`src/rtl/serial_arith_pkg.sv`:
```
`default_nettype none
// ============================================================================
// Module      : serial_arith_pkg
// Description : Shared types and constants for the bit-serial arithmetic
//               blocks (state encoding, default operand width).
// Revision    : 1.0 - initial release
// ============================================================================
package serial_arith_pkg;

    // Default operand/result width for serial arithmetic units
    localparam int C_DEFAULT_WIDTH = 4;

    // Controller states: waiting for a request, or shifting bits through the cell
    typedef enum logic {
        ST_IDLE = 1'b0,
        ST_BUSY = 1'b1
    } state_t;

endpackage : serial_arith_pkg
`default_nettype wire

```
`src/rtl/full_subtractor.sv`:
```
`default_nettype none
// ============================================================================
// Module      : full_subtractor
// Description : One-bit combinational full subtractor: d = a - b - bin,
//               with borrow-out.
// Revision    : 1.0 - initial release
// ============================================================================
module full_subtractor (
    input  logic a_i,
    input  logic b_i,
    input  logic bin_i,
    output logic d_o,
    output logic bout_o
);

    logic w_a_xor_b;

    assign w_a_xor_b = a_i ^ b_i;
    assign d_o       = w_a_xor_b ^ bin_i;
    // Borrow when b exceeds a, or when a==b and a borrow is already pending
    assign bout_o    = (~a_i & b_i) | (~w_a_xor_b & bin_i);

endmodule : full_subtractor
`default_nettype wire

```
`src/rtl/serial_subtractor.sv`:
```
`default_nettype none
// ============================================================================
// Module      : serial_subtractor
// Description : Bit-serial ripple-borrow subtractor. Computes
//               D = A - B - B_in over N bits, LSB first, one bit per clock,
//               through a single reused full-subtractor cell. Operands are
//               captured on an accepted start; done pulses for one cycle
//               when D and B_out are updated.
// Revision    : 1.0 - initial release
// ============================================================================
module serial_subtractor
    import serial_arith_pkg::*;
#(
    parameter int N = C_DEFAULT_WIDTH
) (
    input  logic         clk,
    input  logic         rst_n,
    input  logic         start,
    input  logic [N-1:0] A,
    input  logic [N-1:0] B,
    input  logic         B_in,
    output logic         busy,
    output logic         done,
    output logic [N-1:0] D,
    output logic         B_out
);

    // Counter must reach N-1; $clog2(N) bits suffice for N >= 2
    localparam int              CNT_W    = $clog2(N);
    localparam logic [CNT_W-1:0] C_LAST   = CNT_W'(N - 1);
    localparam logic [CNT_W-1:0] C_CNT_ONE = CNT_W'(1);

    state_t             state_q;
    logic [N-1:0]       a_sh_q;
    logic [N-1:0]       b_sh_q;
    logic [N-1:0]       d_sh_q;
    logic               borrow_q;
    logic [CNT_W-1:0]   cnt_q;
    logic               busy_q;
    logic               done_q;
    logic [N-1:0]       d_q;
    logic               b_out_q;

    logic               w_cell_d;
    logic               w_cell_bout;
    logic [N-1:0]       d_sh_d;

    // The single shared cell consumes the current LSBs and the running borrow
    full_subtractor u_cell (
        .a_i    (a_sh_q[0]),
        .b_i    (b_sh_q[0]),
        .bin_i  (borrow_q),
        .d_o    (w_cell_d),
        .bout_o (w_cell_bout)
    );

    // Difference bits enter at the MSB so the first (LSB) result ends at bit 0
    assign d_sh_d = {w_cell_d, d_sh_q[N-1:1]};

    // Controller, datapath shift registers and registered outputs
    always_ff @(posedge clk) begin
        if (!rst_n) begin
            state_q  <= ST_IDLE;
            a_sh_q   <= '0;
            b_sh_q   <= '0;
            d_sh_q   <= '0;
            borrow_q <= 1'b0;
            cnt_q    <= '0;
            busy_q   <= 1'b0;
            done_q   <= 1'b0;
            d_q      <= '0;
            b_out_q  <= 1'b0;
        end else begin
            done_q <= 1'b0;
            case (state_q)
                ST_IDLE: begin
                    if (start) begin
                        a_sh_q   <= A;
                        b_sh_q   <= B;
                        borrow_q <= B_in;
                        cnt_q    <= '0;
                        busy_q   <= 1'b1;
                        state_q  <= ST_BUSY;
                    end
                end
                ST_BUSY: begin
                    a_sh_q   <= a_sh_q >> 1;
                    b_sh_q   <= b_sh_q >> 1;
                    d_sh_q   <= d_sh_d;
                    borrow_q <= w_cell_bout;
                    cnt_q    <= cnt_q + C_CNT_ONE;
                    // Last bit: publish the full result including this cycle's bit
                    if (cnt_q == C_LAST) begin
                        d_q     <= d_sh_d;
                        b_out_q <= w_cell_bout;
                        done_q  <= 1'b1;
                        busy_q  <= 1'b0;
                        state_q <= ST_IDLE;
                    end
                end
                default: begin
                    state_q <= ST_IDLE;
                    busy_q  <= 1'b0;
                end
            endcase
        end
    end

    assign busy  = busy_q;
    assign done  = done_q;
    assign D     = d_q;
    assign B_out = b_out_q;

endmodule : serial_subtractor
`default_nettype wire

```
`config.mk`:
```
export PLATFORM = sky130hd
export DESIGN_NAME = serial_subtractor
export DESIGN_NICKNAME = d
export VERILOG_FILES = /design/src/rtl/serial_arith_pkg.sv /design/src/rtl/full_subtractor.sv /design/src/rtl/serial_subtractor.sv
export SDC_FILE = /design/constraint.sdc
export NUM_CORES = 1
export LEC_CHECK = 0
export CORE_MARGIN = 2
export CORE_UTILIZATION = 60
export DETAILED_ROUTE_END_ITERATION = 8
export DONT_BUFFER_PORTS = 1
export GPL_TIMING_DRIVEN = 0
export PLACE_DENSITY = 0.76
export SETUP_SLACK_MARGIN = 0.4
export SYNTH_ARGS = -nofsm -noshare
export SYNTH_HDL_FRONTEND = slang
export SYNTH_HIERARCHICAL = 1
export SYNTH_SLANG_ARGS = --single-unit
```
`constraint.sdc`:
```
create_clock -name clk -period 2.1 [get_ports clk]
set_input_delay 0.42 -clock clk [delete_from_list [all_inputs] [get_ports clk]]
set_output_delay 0.42 -clock clk [all_outputs]
set_load 0.05 [all_outputs]
```
After elaboration in Yosys (flattened, before gate mapping)
Index checks and enable logic that the tools add are counted.
{"block": "classes", "add_sub_neg": 1, "eq_ne": 3, "n_mux": 15, "n_bitwise": 8, "reduce_logical": 3}
{"cell": "$pmux 4 s2", "n": 2}
{"cell": "$mux 4", "n": 2}
{"cell": "$mux 1", "n": 6}
{"cell": "$pmux 1 s2", "n": 3}
{"cell": "$reduce_and 2->1", "n": 3}
{"cell": "$pmux 2 s2", "n": 1}
{"cell": "$not 1->1", "n": 3}
{"cell": "$add 2x1->2 const B", "n": 1}
{"cell": "$and 1x1->1", "n": 2}
{"cell": "$eq 2x2->1 const B", "n": 1}
{"cell": "$mux 2", "n": 1}
{"cell": "$ne 2x1->1 const B", "n": 1}
{"cell": "$ne 2x2->1 const B", "n": 1}
{"cell": "$xor 1x1->1", "n": 2}
{"cell": "$or 1x1->1", "n": 1}
{"block": "totals", "reg_bits": 23, "in_bits": 12, "output_inout_bits": 7, "elab_cells": 40}

Longest topological paths before layout
{"block": "depth", "ltp_word": 5, "mapped_depth": 5, "mapped_depth_nobuf": 5}

Cells and area by module
The synthesis kept the hierarchy.
{"module": "serial_subtractor", "instances": 1, "cells_per_inst": 91, "area_each_um2": 927.1, "seq_area_each_um2": 440.4}
{"module": "full_subtractor", "instances": 1, "cells_per_inst": 4, "area_each_um2": 31.3, "seq_area_each_um2": 0.0}

Least setup slack after synthesis
Ideal clock, no wire load.
{"block": "synth_timing", "kind": "flip-flop to flip-flop", "startpoint": "register b_sh_q[0]", "endpoint": "register d_sh_q[3]", "t_arrival_ns": 0.981, "required_time_ns": 1.972, "slack_ns": 0.992, "stages_incl_launch_ff": 5, "n_path_buf": 0, "period_less_slack_ns": 1.108, "cell_sequence": "dfxtp_1 inv_1 fa_1 mux2i_1 nor2_1"}
{"block": "synth_between", "elab_chain_len": 2}
{"element": "start, declared", "line_no": "serial_subtractor.sv:35", "text": "logic [N-1:0] b_sh_q;"}
{"element": "start signal, assigned", "line_no": "serial_subtractor.sv:88", "text": "b_sh_q <= b_sh_q >> 1;"}
{"element": "$xor 1x1->1", "line_no": "full_subtractor.sv:18", "text": "assign w_a_xor_b = a_i ^ b_i;"}
{"element": "$xor 1x1->1", "line_no": "full_subtractor.sv:19", "text": "assign d_o = w_a_xor_b ^ bin_i;"}
{"element": "net w_cell_d", "line_no": "serial_subtractor.sv:44", "text": "logic w_cell_d;"}
{"element": "end signal, assigned", "line_no": "serial_subtractor.sv:89", "text": "d_sh_q <= d_sh_d;"}
{"element": "end, declared", "line_no": "serial_subtractor.sv:36", "text": "logic [N-1:0] d_sh_q;"}
The timed path passes the listed nets, and every way through them passes these cells.
A chain may end at the register's enable or synchronous reset.

Worst setup path in the final report
{"block": "layout_timing", "startpoint": "register busy_q, in the netlist busy", "endpoint": "output port busy"}
{"element": "start, declared", "line_no": "serial_subtractor.sv:39", "text": "logic busy_q;"}
{"element": "start signal, assigned", "line_no": "serial_subtractor.sv:69", "text": "busy_q <= 1'b0;"}
{"element": "start signal, assigned", "line_no": "serial_subtractor.sv:82", "text": "busy_q <= 1'b1;"}
{"element": "start signal, assigned", "line_no": "serial_subtractor.sv:97", "text": "busy_q <= 1'b0;"}
{"element": "end, declared", "line_no": "serial_subtractor.sv:22", "text": "output logic busy,"}
No word-level cell between the ends.

==> run_results.csv <==
group,metric,value,unit
outcome,status,"completed",
sta,tns,0,ns
die,io-pin-count,19,
logic_synthesis,synth_fp_nets,110,
global_route,grt_max_degree,14,
global_route,grt_pass1_vias,623,
sta,slew_viol_final,0,
die,die_h,44.0,um
global_route,grt.total_usage,0.208,
clock_tree,cts.path.max_buffers,2,
setup_path,crit_arrival,0.99,ns
setup_path,cp-end-kind,"primary output",
clock_tree,path_clk_slew,0.12,ns
sta,timing.final.crit_share,0.670,
sta,worst_slew_pin_slew,0.532,ns
clock_tree,cts_buffers,3,
power,ir_worst_vdd,483,uV
logic_synthesis,synth_edf_count,0,
route,drcViolationCount,0,
final_layout,n_fill_cell,123,
final_layout,insertedDiodeCount,0,
final_layout,final_area,1030,um^2
final_layout,final_util,0.684,
route,wl,1710,um
clock_tree,cts_tree,"yes",
clock_tree,insertion_delay,0.32,ns
placement,hpwl,1190,um
sta,finalSetupViolCount,0,
logic_synthesis,ys_async_sr_fraction,0,
setup_path,worst_r2r_path_depth,4,
setup_path,required,1.68,ns
setup_path,worstSetupPathType,"reg -> out",
placement,dpl-instance-area,978,um^2
route,drt_iter0_markers,17,
placement,gp_congestion,0.769,
die,fp-row-count,14,
logic_synthesis,synth.area.top_cells,"dfxtp_1 46%, mux2i_1 13%, a211oi_1 5.5%",
route,vias_per_cell,5.77,
route,wl_per_cell,14.8,um
flow_run,max_cap_violations,0,
global_route,grt_pass1_wl,2860,um
final_layout,drive_above_1_share,0.152,
final_layout,area_growth,7.57,%
sta,clock.fmax,711,MHz
final_layout,fin_nets,115,
clock_tree,hold_buffers,0,
die,dieArea,1930,um^2
worst_hold_path,whs_path_depth,2,
clock_tree,h-tree-depth,1,
placement,port_buffers,0,
sta,slew_headroom,0.645,
global_route,antenna_found_initial,0,
sta,min_period,1.41,ns
power,power_density,852,nW/um^2
route,dr_total_vias,663,
die,core_area,1510,um^2
worst_hold_path,hold_path.class,"in -> reg",
sta,skew,0.00743,ns
logic_synthesis,yosysTopAreaCell,"dfxtp_1",
logic_synthesis,synth-seq-cells,22,
logic_synthesis,syn-mean-instance-area,10.1,um^2
sta,hold_viol,0,
placement,dp.cells,111,
logic_synthesis,synthCells,95,
setup_path,crit_path_start_kind,"flop",
power,leakage,0.434,nW
clock_tree,cts_root_buffer,"clkbuf_4",
die,floorplan.initialDensity,0.636,
logic_synthesis,synth_common_cells,"22 x dfxtp_1, 12 x mux2i_1, 9 x a21oi_1, 7 x a211oi_1, 7 x nor2b_1",
sta,rsz0062_at_grt,"false",
logic_synthesis,synth_flop_cell,"dfxtp_1",
route,ant_nets,0,
clock_tree,cts.sinks,22,
route,drt_first_pass_iters,4,
clock_tree,post_cts_buffers,0,
logic_synthesis,syn-cell-area,958,um^2
logic_synthesis,synth_top_area_share,0.460,
logic_synthesis,synth.most_common_cell,"dfxtp_1",
clock_tree,post_cts_resized,0,
die,dieWidth,44.0,um
logic_synthesis,yosysWarningCount,6,
final_layout,instances_no_fill,115,
logic_synthesis,synth.distinct_cells,21,
setup_path,path_depth,0,
logic_synthesis,synth_seq_area_share,0.460,
setup_path,cp_max_fo,3,
global_route,grt.overflow.total,0,
## state kept, by name (all words and copies together), names as in the netlist
register,flops
state_q,1
B_out,1
done,1
a_sh_q,4
busy,1
borrow_q,1
cnt_q,2
D,4
d_sh_q,3
b_sh_q,4
## routing by layer
layer	track usage	up-vias	part of all wire
met1	0.278	301	0.47
met5	0	-	0
li1	-	340	-
met3	0.0292	5	0.050
met4	0.127	0	0.023
met2	0.315	17	0.46
## stage by stage
step | total power, W | worst slack [ns] | hold slack (ns)
floorplan | 0.000540 | 0.992 | 0.455
global placement | 0.000556 | 0.858 | 0.471
detailed placement | 0.000559 | 0.838 | 0.485
CTS | 0.000886 | 0.676 | 0.220
global route | 0.000917 | 0.652 | 0.245
finish | 0.000879 | 0.693 | 0.231
## report_power, final
group / switching, W / internal [W] / leakage, nW
clock network: 0.000134 / 0.000193 / 0.0279
logic: 0.0000496 / 0.0000416 / 0.226
registers: 0.0000206 / 0.000440 / 0.180
## cell families (layout without fill, tap and decap cells)
logic type	Yosys count	after routing	share of synthesized area
adder cells (fa/ha/maj)	3	3	0.0470
multiplexers	12	12	0.125
buffers and inverters	11	15	0.0614
AO/OA/AOI/OAI	23	23	0.167
AND/OR/NAND/NOR	24	24	0.140
flip-flops	22	22	0.460
## cells in the final DEF (no fill, tap or decap), types with 3 or more instances in the layout
cell type	count
a211oi_1	7
a21bo_2	5
a21oi_1	9
clkbuf_4	3
dfxtp_1	22
inv_1	3
mux2i_1	12
nand2b_1	3
nand3_1	5
nor2_1	5
nor2b_1	7
## layout make-up
class                      count  area, um^2  share of cell area
inverter                       5        18.8              0.0182
clock buffer                   3        22.5              0.0218
tap                           16        20.0              0.0194
buffer                         6        40.0              0.0388
multi-input combinational     62         459               0.445
sequential                    22         440               0.427
clock inverter                 1        30.0              0.0291
## worst paths after layout
path                                              from  slack (ns)                  to
worst max register to register   cnt_q[0]$_SDFFE_PN0P_        0.82   D[1]$_SDFFE_PN0P_
worst max-delay path                 busy$_SDFFE_PN0P_        0.69                busy
worst min-delay path                             rst_n        0.23  state_q$_SDFF_PN0_
worst min register to register  d_sh_q[2]$_SDFFE_PN0P_        0.50   D[1]$_SDFFE_PN0P_
No activity file was read; power rests on OpenSTA's default activity.
==> RTL edit (same settings) <==
Add an input register stage for `A`, without a reset; this delays it by one clock. The other inputs are not delayed to match.
--- a/src/rtl/serial_subtractor.sv
+++ b/src/rtl/serial_subtractor.sv
@@ -29,6 +29,12 @@
     localparam int              CNT_W    = $clog2(N);
     localparam logic [CNT_W-1:0] C_LAST   = CNT_W'(N - 1);
     localparam logic [CNT_W-1:0] C_CNT_ONE = CNT_W'(1);
+
+    logic [N-1:0] A_q;
+
+    always_ff @(posedge clk) begin
+        A_q <= A;
+    end
 
     state_t             state_q;
     logic [N-1:0]       a_sh_q;
@@ -75,7 +81,7 @@
             case (state_q)
                 ST_IDLE: begin
                     if (start) begin
-                        a_sh_q   <= A;
+                        a_sh_q   <= A_q;
                         b_sh_q   <= B;
                         borrow_q <= B_in;
                         cnt_q    <= '0;
Function: changed (a bounded check fails within 10 cycles, from zero or initial values and one cycle with rst_n low).
==> RTL edit against the unedited design <==
- total power down 0.28%
- area after synthesis up 8.4%
- sequential cell count up 4
- setup slack worse by 0.0061 ns
- first-iteration DRC count down 71%
- global-route usage down 2.4 points
- routed wire length down 2.3%
- cell area up 6.3%
- highest routed layer is now met3
==> RTL edit: results (changes against the unedited design) <==
run status=finished clean (unchanged); routed wl met3=82 um (was 85 um); Reg-to-Reg End=D[3]$_SDFFE_PN0P_ (was D[1]$_SDFFE_PN0P_); largest fanout on the critical path=3 (unchanged); met1 global-route usage=25.62% (was 27.82%); WHS Path Cells=0 (was 2); met1 layer wirelength in the final routing=818 um (was 801 um); highest metal layer with signal wires=met3 (was met4); pin count of the biggest net entering global routing=15 (was 14); DRC violation total after the first TritonRoute iteration=5 (was 17); cell types with the largest area share after synthesis=sky130_fd_sc_hd__dfxtp_1 50%, sky130_fd_sc_hd__mux2i_1 12%, sky130_fd_sc_hd__a211oi_1 5.1% (was sky130_fd_sc_hd__dfxtp_1 46%, sky130_fd_sc_hd__mux2i_1 13%, sky130_fd_sc_hd__a211oi_1 5.5%); total routing usage reported by global routing=18.31% (was 20.76%); Fin Clk Skew=0.005176 ns (was 0.007430 ns); wire length of the first global-routing pass=2.766 mm (was 2.863 mm); Lkg Pwr=0.4607 nW (was 0.4339 nW); nets in the synthesized netlist=114 (was 110); wire per inst=13.90 um (was 14.84 um); start point of the worst min-delay path=A[0] (was rst_n); met2 WL=767 um (was 780 um); met2 routing resource usage after global routing=27.61% (was 31.47%); Worst-path clk slew=0.14 ns (was 0.12 ns); Hold EP=A_q[0]$_DFF_P_ (was state_q$_SDFF_PN0_); ratio of cells with drive above 1 in the final layout=14.56% (was 15.15%); total half-perimeter wirelength after legalization and detailed placement=1.188 mm (was 1.187 mm); met3 Use GR=4.762% (was 2.917%); sequential share of the synthesized area=50.12% (was 45.95%)
==> RTL edit: where the power goes <==
group	switching [mW]	internal, mW	total, mW
clock	0.140	0.106	0.246
combinational	0.0474	0.0411	0.0885
sequential	0.0222	0.520	0.542
total	0.210	0.666	0.876
==> RTL edit: kinds of logic (layout without fill, tap and decap cells) <==
kind of cell / count (synthesis) / in the layout / share of synthesized area (%)
flip-flops: 26 / 26 / 50.12
AND/OR/NAND/NOR: 24 / 24 / 12.89
AO/OA/AOI/OAI: 23 / 23 / 15.42
multiplexers: 12 / 12 / 11.57
buffers and inverters: 11 / 15 / 5.663
adder cells (fa/ha/maj): 3 / 3 / 4.337
==> RTL edit: worst max path at each step <==
stage                                       from                      to  slack, ns  depth (start not counted)
after detailed placement   cnt_q[0]$_SDFFE_PN0P_       D[3]$_SDFFE_PN0P_       0.80                          4
after global placement     cnt_q[0]$_SDFFE_PN0P_       D[3]$_SDFFE_PN0P_       0.84                          4
after floorplan           b_sh_q[0]$_SDFFE_PN0P_  d_sh_q[3]$_SDFFE_PN0P_       0.99                          4
after CTS                      busy$_SDFFE_PN0P_                    busy       0.67                          0
final                          busy$_SDFFE_PN0P_                    busy       0.69                          0
after global routing           busy$_SDFFE_PN0P_                    busy       0.63                          0
==> RTL edit: area by class of cell <==
cell class                      instances  area (um2)
Buffer                                  6       40.04
Clock buffer                            4       36.28
Fill cell                             141       574.3
Inverter                                5       18.77
Multi-Input combinational cell         62       459.2
Sequential cell                        26       520.5
Tap cell                               17       21.27
==> RTL edit: stage by stage <==
step                      hold WS (ns)  worst slack, ns  util, %
after global placement          0.4478           0.8365    63.45
after detailed placement        0.4478           0.8043    63.45
after floorplan                 0.4403           0.9916        -
after CTS                       0.1242           0.6736    65.62
final                           0.1258           0.6871    65.62
after global routing            0.1030           0.6258    65.62
